File: config.mk
export PLATFORM = sky130hd
export DESIGN_NAME = opc6_iotimer
export DESIGN_NICKNAME = d
export VERILOG_FILES = /design/src/rtl/opc6_iotimer.sv
export SDC_FILE = /design/constraint.sdc
export NUM_CORES = 1
export LEC_CHECK = 0
export CORE_MARGIN = 1.5
export CORE_UTILIZATION = 45
export DETAILED_ROUTE_END_ITERATION = 10
export PLACE_DENSITY = 0.73
export SYNTH_ARGS = -nofsm -noshare
export SYNTH_HDL_FRONTEND = slang
export SYNTH_SLANG_ARGS = --single-unit
export TNS_END_PERCENT = 10
File: constraint.sdc
create_clock -name clk_i -period 6.03 [get_ports clk_i]
set_input_delay 0.603 -clock clk_i [delete_from_list [all_inputs] [get_ports clk_i]]
set_output_delay 0.603 -clock clk_i [all_outputs]
set_load 0.005 [all_outputs]
File: src/rtl/opc6_iotimer.sv
// opc6_iotimer: OPC6 I/O-space countdown timer with active-low level irq; optional prescaler under OPC6_IOTIMER_PRESCALE_EN.
// Reads are combinational (latency 0), writes land at the next clken edge (latency 1); the bus is never stalled.
module opc6_iotimer #(
   parameter logic [15:0] BASE         = 16'hFE00,
   parameter logic [15:0] RESET_RELOAD = 16'h0000
) (
   input  logic        clk_i,
   input  logic        reset_i,
   input  logic        clken_i,
   input  logic [15:0] address_i,
   input  logic [15:0] din_i,
   input  logic        rnw_i,
   input  logic        vio_i,
   output logic [15:0] dout_o,
   output logic        sel_o,
   output logic        irq_b_o
);

   typedef enum logic {ST_STOP = 1'b0, ST_RUN = 1'b1} state_e;

   state_e      state_q, state_d;
   logic        auto_q, auto_d;
   logic        ie_q, ie_d;
   logic        exp_q, exp_d;
   logic [15:0] reload_q, reload_d;
   logic [15:0] count_q, count_d;

   logic [2:0]  off;
   logic        we;
   logic        wr_ctrl, wr_stat, wr_rel, wr_cnt;
   logic        en;
   logic        terminal;
   logic        tick;
   logic        expire;
   logic [15:0] rd_dat;

   assign off     = address_i[2:0];
   assign sel_o   = vio_i & (address_i[15:3] == BASE[15:3]);
   assign we      = clken_i & sel_o & ~rnw_i;
   assign wr_ctrl = we & (off == 3'd0);
   assign wr_stat = we & (off == 3'd1);
   assign wr_rel  = we & (off == 3'd2);
   assign wr_cnt  = we & (off == 3'd3);

   assign tick   = clken_i & en & terminal;
   // A COUNT write on the same edge swallows the tick, so it cannot expire either.
   assign expire = tick & (count_q == 16'd1) & ~wr_cnt;

   always_ff @(posedge clk_i) begin
      if (reset_i) begin
         state_q <= ST_STOP;
      end else if (clken_i) begin
         state_q <= state_d;
      end
   end

   always_comb begin
      state_d = state_q;
      case (state_q)
         ST_STOP: begin
            if (wr_ctrl && din_i[0]) state_d = ST_RUN;
         end
         ST_RUN: begin
            if (wr_ctrl)                state_d = din_i[0] ? ST_RUN : ST_STOP;
            else if (expire && !auto_q) state_d = ST_STOP;
         end
         default: state_d = ST_STOP;
      endcase
   end

   always_comb begin
      en = (state_q == ST_RUN);
   end

`ifdef OPC6_IOTIMER_PRESCALE_EN
   logic       wr_pre;
   logic [7:0] pre_q, pre_d;
   logic [7:0] pc_q, pc_d;

   assign wr_pre   = we & (off == 3'd4);
   assign terminal = (pc_q == pre_q);

   always_comb begin
      pre_d = pre_q;
      if (wr_pre) pre_d = din_i[7:0];
      pc_d = pc_q;
      if (wr_cnt || !en)  pc_d = 8'd0;
      else if (terminal)  pc_d = 8'd0;
      else                pc_d = pc_q + 8'd1;
   end

   always_ff @(posedge clk_i) begin
      if (reset_i) begin
         pre_q <= 8'd0;
         pc_q  <= 8'd0;
      end else if (clken_i) begin
         pre_q <= pre_d;
         pc_q  <= pc_d;
      end
   end
`else
   assign terminal = 1'b1;
`endif

   always_comb begin
      auto_d   = wr_ctrl ? din_i[1] : auto_q;
      ie_d     = wr_ctrl ? din_i[2] : ie_q;
      reload_d = wr_rel  ? din_i    : reload_q;

      // Set beats write-1-clear when both land on one edge.
      exp_d = exp_q;
      if (wr_stat && din_i[0]) exp_d = 1'b0;
      if (expire)              exp_d = 1'b1;

      count_d = count_q;
      if (wr_cnt) begin
         count_d = din_i;
      end else if (tick) begin
         if (count_q == 16'd1)      count_d = auto_q ? reload_q : 16'd0;
         else if (count_q != 16'd0) count_d = count_q - 16'd1;
      end
   end

   always_ff @(posedge clk_i) begin
      if (reset_i) begin
         auto_q   <= 1'b0;
         ie_q     <= 1'b0;
         exp_q    <= 1'b0;
         reload_q <= RESET_RELOAD;
         count_q  <= 16'd0;
      end else if (clken_i) begin
         auto_q   <= auto_d;
         ie_q     <= ie_d;
         exp_q    <= exp_d;
         reload_q <= reload_d;
         count_q  <= count_d;
      end
   end

   always_comb begin
      rd_dat = 16'd0;
      case (off)
         3'd0:    rd_dat = {13'd0, ie_q, auto_q, en};
         3'd1:    rd_dat = {14'd0, en, exp_q};
         3'd2:    rd_dat = reload_q;
         3'd3:    rd_dat = count_q;
`ifdef OPC6_IOTIMER_PRESCALE_EN
         3'd4:    rd_dat = {8'd0, pre_q};
`endif
         default: rd_dat = 16'd0;
      endcase
   end

   assign dout_o  = sel_o ? rd_dat : 16'd0;
   assign irq_b_o = ~(exp_q & ie_q);

endmodule

## After elaboration in Yosys (flattened, before gate mapping)

Index checks and enable logic that the tools add are counted.

| operators by class | value |
|---|---|
| add/subtract/negate cells | 1 |
| multipliers | 0 |
| div/mod/pow operators | 0 |
| magnitude comparators | 0 |
| equality and inequality tests | 5 |
| shifts and indexed selects | 0 |
| muxes and demuxes | 14 |
| bitwise gates (word level) | 15 |
| reductions and logical operators | 13 |

Operator list:

| cell | count |
|---|---|
| 16-bit 2-to-1 mux | 6 |
| 16-bit case mux with 4 select lines | 1 |
| 16-bit by 1-bit equality test with 1-bit output (second input constant) | 1 |
| 16-bit nonzero test | 1 |
| 16-bit by 1-bit subtractor with 16-bit output (second input constant) | 1 |
| 13-bit equality test (second input constant) | 1 |
| 1-bit bitwise AND | 11 |
| 3-bit by 2-bit equality test with 1-bit output (second input constant) | 2 |
| 1-bit 2-to-1 mux | 6 |
| 2-bit AND reduction | 3 |
| 1-bit inverter | 4 |
| 2-bit nonzero test | 2 |
| 3-bit by 1-bit equality test with 1-bit output (second input constant) | 1 |
| 1-bit logical AND | 3 |
| 3-bit zero test | 1 |
| 3-bit AND reduction | 1 |
| 3-bit nonzero test | 1 |
| 1-bit case mux with 2 select lines | 1 |
| 1-bit zero test | 1 |

| storage, ports and cells | value |
|---|---|
| bits in registers | 36 |
| latch bits | 0 |
| memory bits (writable) | 0 |
| bits in read-only memories | 0 |
| bits of input ports | 37 |
| output and inout bits | 18 |
| memories | 0 |

## Logic depth before layout (Yosys ltp)

Gate-level depths: netlist of run 1.

| depth | value |
|---|---|
| word-level depth | 11 |
| mapped depth | 9 |
| mapped depth without buffers | 7 |

## Worst setup path after synthesis of run 1

No wires, ideal clock.

| path | value |
|---|---|
| kind | input to output |
| start point | input address_i[4] |
| end point | output dout_o[10] |
| arrival time | 1.913 ns |
| slack | 3.514 ns |
| cell stages on the path | 5 |
| buffers on the path | 1 |
| cell sequence | or4_4 nor3b_4 nand3_4 clkbuf_1 nor2_1 |

| on the way | value |
|---|---|
| cells in the longest elaborated chain, start to end | 3 |

Ends and longest elaborated chain:

| element | RTL line | RTL |
|---|---|---|
| from (decl) | 10 | `input logic [15:0] address_i,` |
| 13-bit equality test | 38 | `assign sel_o = vio_i & (address_i[15:3] == BASE[15:3]);` |
| 1-bit bitwise AND | 38 |  |
| 16-bit 2-to-1 mux | 154 | `assign dout_o = sel_o ? rd_dat : 16'd0;` |
| to (decl) | 14 | `output logic [15:0] dout_o,` |

Every way passes these cells.

## Worst setup path after layout of run 1

| path | value |
|---|---|
| start point | input address_i[4] |
| end point | output dout_o[6] |

The elaborated chain is that of the path after synthesis.

==> metrics.txt, run 1 <==
via count=2408; die area=approximately 6000 um2; vias in the first global route=between 2000 and 2500; Synth Instances=300; most frequent cell after synthesis=nor2_1; DIE HEIGHT=around 77 um; Startpoint Class=input port; dpl ws=roughly 2.5 ns; Clock transition at path regs=around 0.070 ns; core area=just over 5000 um2; post-synth top area share=0.294; Post-CTS Hold Fix Bufs=0; post-DR wirelength/cell=roughly 16 um; final slew viol count=0; share of post-route cells with drive strength above 1=0.0870; Peak VDD IR=136 uV; CTS Buffer Depth=2; combinational fraction of design power=0.090; Tcrit/Tclk final=0.576; Leak=~1.1 nW; Async S/R FF share, synth=0; Syn Area/Cell=between 8 and 9 um2; RR Endpoint=count_q[7]; synth cell count leaders=nor2_1, dfxtp_1, mux2i_1; largest net degree at the start of global routing=37; sw frac=0.219; Max Clk Rate=roughly 290 MHz; DIE WIDTH=around 77 um; worst path required time=~5.4 ns; Crit Path Category=input port to output port; #FFs+latches synth=36; Site Rows=26; synth warn=0; Ant. Diodes=0; total wire length=6460 um; reg-to-reg slack, setup=3.27 ns; DPL Wire Length=4370 um; First DRT Iteration DRCs=146; total chip power=468 uW; Reg power frac=0.508; clock share of power=0.402; dominant cells by area after synthesis=dfxtp_1, mux2i_1, nor2_1, nand2_1, nand3_1; Via density=between 5 and 6; Post-Syn Area=roughly 2400 um2; Area Overhead vs Synth=26.6%; Reg2Reg Depth=6; final core occ=0.600; fin nets=around 390; Crit. End Element=output port; max_slew headroom=0.279; Setup Buffers After CTS=0; Critical path origin=address_i[4]; EDFF count, synth=0; CP Max Fanout=15; Switching Power=just over 100 uW; cts repair resizes=0; outcome=completed; total I/O pin count=55; min Tclk post-route=between 3 and 4 ns; post-route cell area=just over 3000 um2; final setup fails=0; non-filler cells in the finished layout=around 420; hold slack=about 0.5 ns; Top FF cell, synth=dfxtp_1; Setup Skew=~0.0024 ns; DRC errors left=0; CP endpoint=dout_o[6]; initial antenna violation count=0; port bufs=54; CTS Sinks=36; HP Class=flop to flop; post-synthesis cell type count=between 50 and 60; pwr dens=151 nW/um2; worst reg2reg path startpoint=count_q[8]; RSZ-0062 raised after global routing=false; Max Cap Viol=0; area leader, netlist=dfxtp_1; clk_lat worst skew=a little under 0.3 ns; CTS root buf=clkbuf_8; gp weighted congestion=slightly below 0.9; crit path DAT=~2.9 ns; Pint=about 370 uW; total gr overflow=0; CTS tree=yes; Setup WS post-layout=2.55 ns; Synth Net Count=340; first-pass GRT wire length=approximately 11000 um; Antenna Nets Post-Route=0; TritonRoute pass-1 iters=4; Post-DP Area=about 3000 um2; Total Routing Usage GR=0.228; H-tree depth=2; dpl cells=just over 400; CTS buffer count=5; Initial Util=0.474; hold violation total from the final report=0; Tightest Pin Transition=approximately 1.1 ns; sequential fraction of the synthesis area=0.294; Setup TNS=0 ns
flip-flops by register name (all words and copies together), names as in the netlist:
| name | count |
|---|---|
| reload_q | 16 |
| en | 1 |
| count_q | 16 |
| auto_q | 1 |
| exp_q | 1 |
| ie_q | 1 |
cells by family after synthesis:
kind of cell,after synthesis,share of synthesized area
adder cells (fa/ha/maj),3,0.0153
buffers and inverters,26,0.0511
AND/OR/NAND/NOR,145,0.310
multiplexers,36,0.158
AO/OA/AOI/OAI,49,0.154
flip-flops,36,0.294
XOR/XNOR,5,0.0179
per-layer routing:
metal	track usage	wire length, um	up-vias
li1	-	-	1180
met5	0	0	-
met2	0.373	2950	80
met4	0.0759	99	0
met1	0.294	3010	1136
met3	0.0512	391	12
how the worst min path moves through the flow:
stage	startpoint	endpoint	slack [ns]	cells past startpoint
after floorplan	exp_q	exp_q	0.45	2
after global placement	exp_q	exp_q	0.49	2
after detailed placement	exp_q	exp_q	0.50	2
after CTS	exp_q	exp_q	0.51	2
after global routing	exp_q	exp_q	0.55	2
final	exp_q	exp_q	0.51	2
worst max-delay path: stages:
cell and delay, ns:
clkdlybuf4s50_1 0.40, or4_4 0.56, nor3b_4 0.31, nand3_4 0.27, nor2_1 0.22, clkdlybuf4s50_1 0.52
power by group through the flow:
stage | Sequential (mW) | Clock [mW] | Combinational (mW)
after floorplan | 0.243 | 0 | 0.0133
after global placement | 0.243 | 0 | 0.0416
after detailed placement | 0.243 | 0 | 0.0422
after CTS | 0.238 | 0.190 | 0.0423
after global routing | 0.237 | 0.201 | 0.0448
final | 0.238 | 0.188 | 0.0423
area by class of cell:
type,count,area (um2)
clock buffers,7,96.3
repair buffers,58,571
fillers,438,2070
inverters,6,22.5
multi-input cells,238,1600
well taps,70,87.6
flip-flops and latches,36,721
cell usage in the layout (no fill, tap or decap), types with 3 or more instances in the layout:
cell type and n:
a21oi_1 6, nand3_1 14, a211oi_1 5, nand4_1 5
and3b_1 3, and3_1 3, mux2i_1 32, xor2_1 3
clkdlybuf4s50_1 54, buf_4 4, inv_1 6, nand3b_1 4
o22ai_1 5, nand2b_1 4, nor3_1 13, nor2b_1 3
nor2_1 58, dfxtp_1 36, nand2_1 23, a311oi_1 4
a31o_2 4, clkbuf_8 7, o211ai_1 3, ha_1 3
o21ai_0 5
(Power assumes the default switching activity.)
==> inputs of run 2 (changes only) <==
- clock period: 6.03 -> 3.3 ns (I/O delays scaled with it)
==> metrics.txt, run 2 (synthesis results as in run 1) <==
Via density=~5.7; Switching Power=187 uW; TritonRoute pass-1 iters=5; die area=5900 um2; Max Cap Viol=0; dpl ws=around 0.35 ns; Total Routing Usage GR=0.231; core area=5170 um2; Clock transition at path regs=approximately 0.070 ns; cts repair resizes=0; clock share of power=0.390; Worst Min Path Start=exp_q; port bufs=between 50 and 60; CTS buffer count=5; dpl cells=between 400 and 500; min Tclk post-route=2.93 ns; combinational fraction of design power=0.093; DIE HEIGHT=76.8 um; Peak VDD IR=222 uV; sw frac=0.223; Antenna Nets Post-Route=0; Crit. End Element=output port; DIE WIDTH=76.8 um; H-tree depth=2; crit path DAT=approximately 2.6 ns; Max Clk Rate=341 MHz; largest net degree at the start of global routing=22; DR WL met2=2990 um; Leak=1.11 nW; first-pass GRT wire length=11200 um; vias in the first global route=2284; First DRT Iteration DRCs=114; Startpoint Class=input port; total I/O pin count=55; initial antenna violation count=0; fin nets=roughly 400; Setup TNS=0 ns; Crit Path Category=input port to output port; RR Endpoint=count_q[10]; Tightest Pin Transition=slightly above 0.8 ns; Site Rows=26; DRC errors left=0; total wire length=roughly 6500 um; CTS tree=yes; RSZ-0062 raised after global routing=false; worst reg2reg path startpoint=count_q[0]; hold violation total from the final report=0; commonest non-fill, non-tap cells in the layout=nor2_1, clkdlybuf4s50_1, dfxtp_1, mux2i_1, nand2_1; share of post-route cells with drive strength above 1=0.0994; Setup Buffers After CTS=0; max_slew headroom=0.456; reg-to-reg slack, setup=between 0.7 and 0.8 ns; final setup fails=0; post-route met1 wirelength=around 3100 um; final core occ=0.610; CTS root buf=clkbuf_8; outcome=completed; CP Max Fanout=15; met3 wire len=352 um; Ant. Diodes=0; post-route cell area=~3200 um2; HP Class=flop to flop; Tcrit/Tclk final=0.889; biggest regs=count_q: 16 flops, reload_q: 16 flops; Reg2Reg Depth=7; non-filler cells in the finished layout=roughly 420; pwr dens=about 270 nW/um2; gp weighted congestion=~0.86; Pint=652 uW; Setup WS post-layout=between 0.3 and 0.4 ns; final slew viol count=0; Initial Util=0.474; Post-CTS Hold Fix Bufs=0; worst path required time=just under 3 ns; total chip power=840 uW; CTS Sinks=36; Reg power frac=0.517; fillers=roughly 480; Area Overhead vs Synth=28.7%; CTS Buffer Depth=2; commonest non-fill, non-tap cell in the layout=nor2_1; via count=2392; total gr overflow=0; CP endpoint=dout_o[7]; DR top layer=met4; Setup Skew=around 0.0043 ns; Critical path origin=address_i[4]; hold slack=0.504 ns; post-DR wirelength/cell=between 15 and 20 um; clk_lat worst skew=approximately 0.29 ns; Post-DP Area=~3100 um2; DPL Wire Length=between 4000 and 5000 um
[run 2: cell count changes in the layout (fill, tap and decap cells not counted)]
cell | previous run | this run
buf_4 | 4 | 9
clkbuf_1 | 0 | 2
buf_12 | 0 | 1
clkbuf_8 | 7 | 6
[run 2: routing by layer]
| metal | vias to the layer above | GRT usage |
|---|---|---|
| li1 | 1197 | - |
| met1 | 1117 | 0.301 |
| met2 | 70 | 0.385 |
| met3 | 8 | 0.0488 |
| met4 | 0 | 0.0648 |
| met5 | - | 0 |
[run 2: critical path, stage by stage]
cell             delay, ns
clkdlybuf4s50_1       0.40
or4_4                 0.56
nor3b_4               0.30
nand3_4               0.27
nor2_1                0.22
clkdlybuf4s50_1       0.52
[run 2: area by class of cell]
type	instances	area [um2]	share of cell area
multi-input combinational	238	1600	0.509
sequential	36	721	0.229
timing repair buffer	64	628	0.199
clock buffer	8	90.1	0.0286
tap	70	87.6	0.0278
inverter	6	22.5	0.00714
[run 2: how the worst min path moves through the flow]
stage / endpoint / slack (ns) / cells past startpoint
floorplan: exp_q / 0.45 / 2
global placement: exp_q / 0.48 / 2
detailed placement: exp_q / 0.49 / 2
CTS: exp_q / 0.50 / 2
global route: exp_q / 0.53 / 2
finish: exp_q / 0.50 / 2
[run 2: power groups by stage]
stage	clock (mW)	sequential, mW	combinational, mW
2_1_floorplan	0	0.444	0.0242
3_3_place_gp	0	0.444	0.0771
3_5_place_dp	0	0.444	0.0779
4_1_cts	0.337	0.434	0.0783
5_1_grt	0.355	0.434	0.0831
6_report	0.327	0.434	0.0782
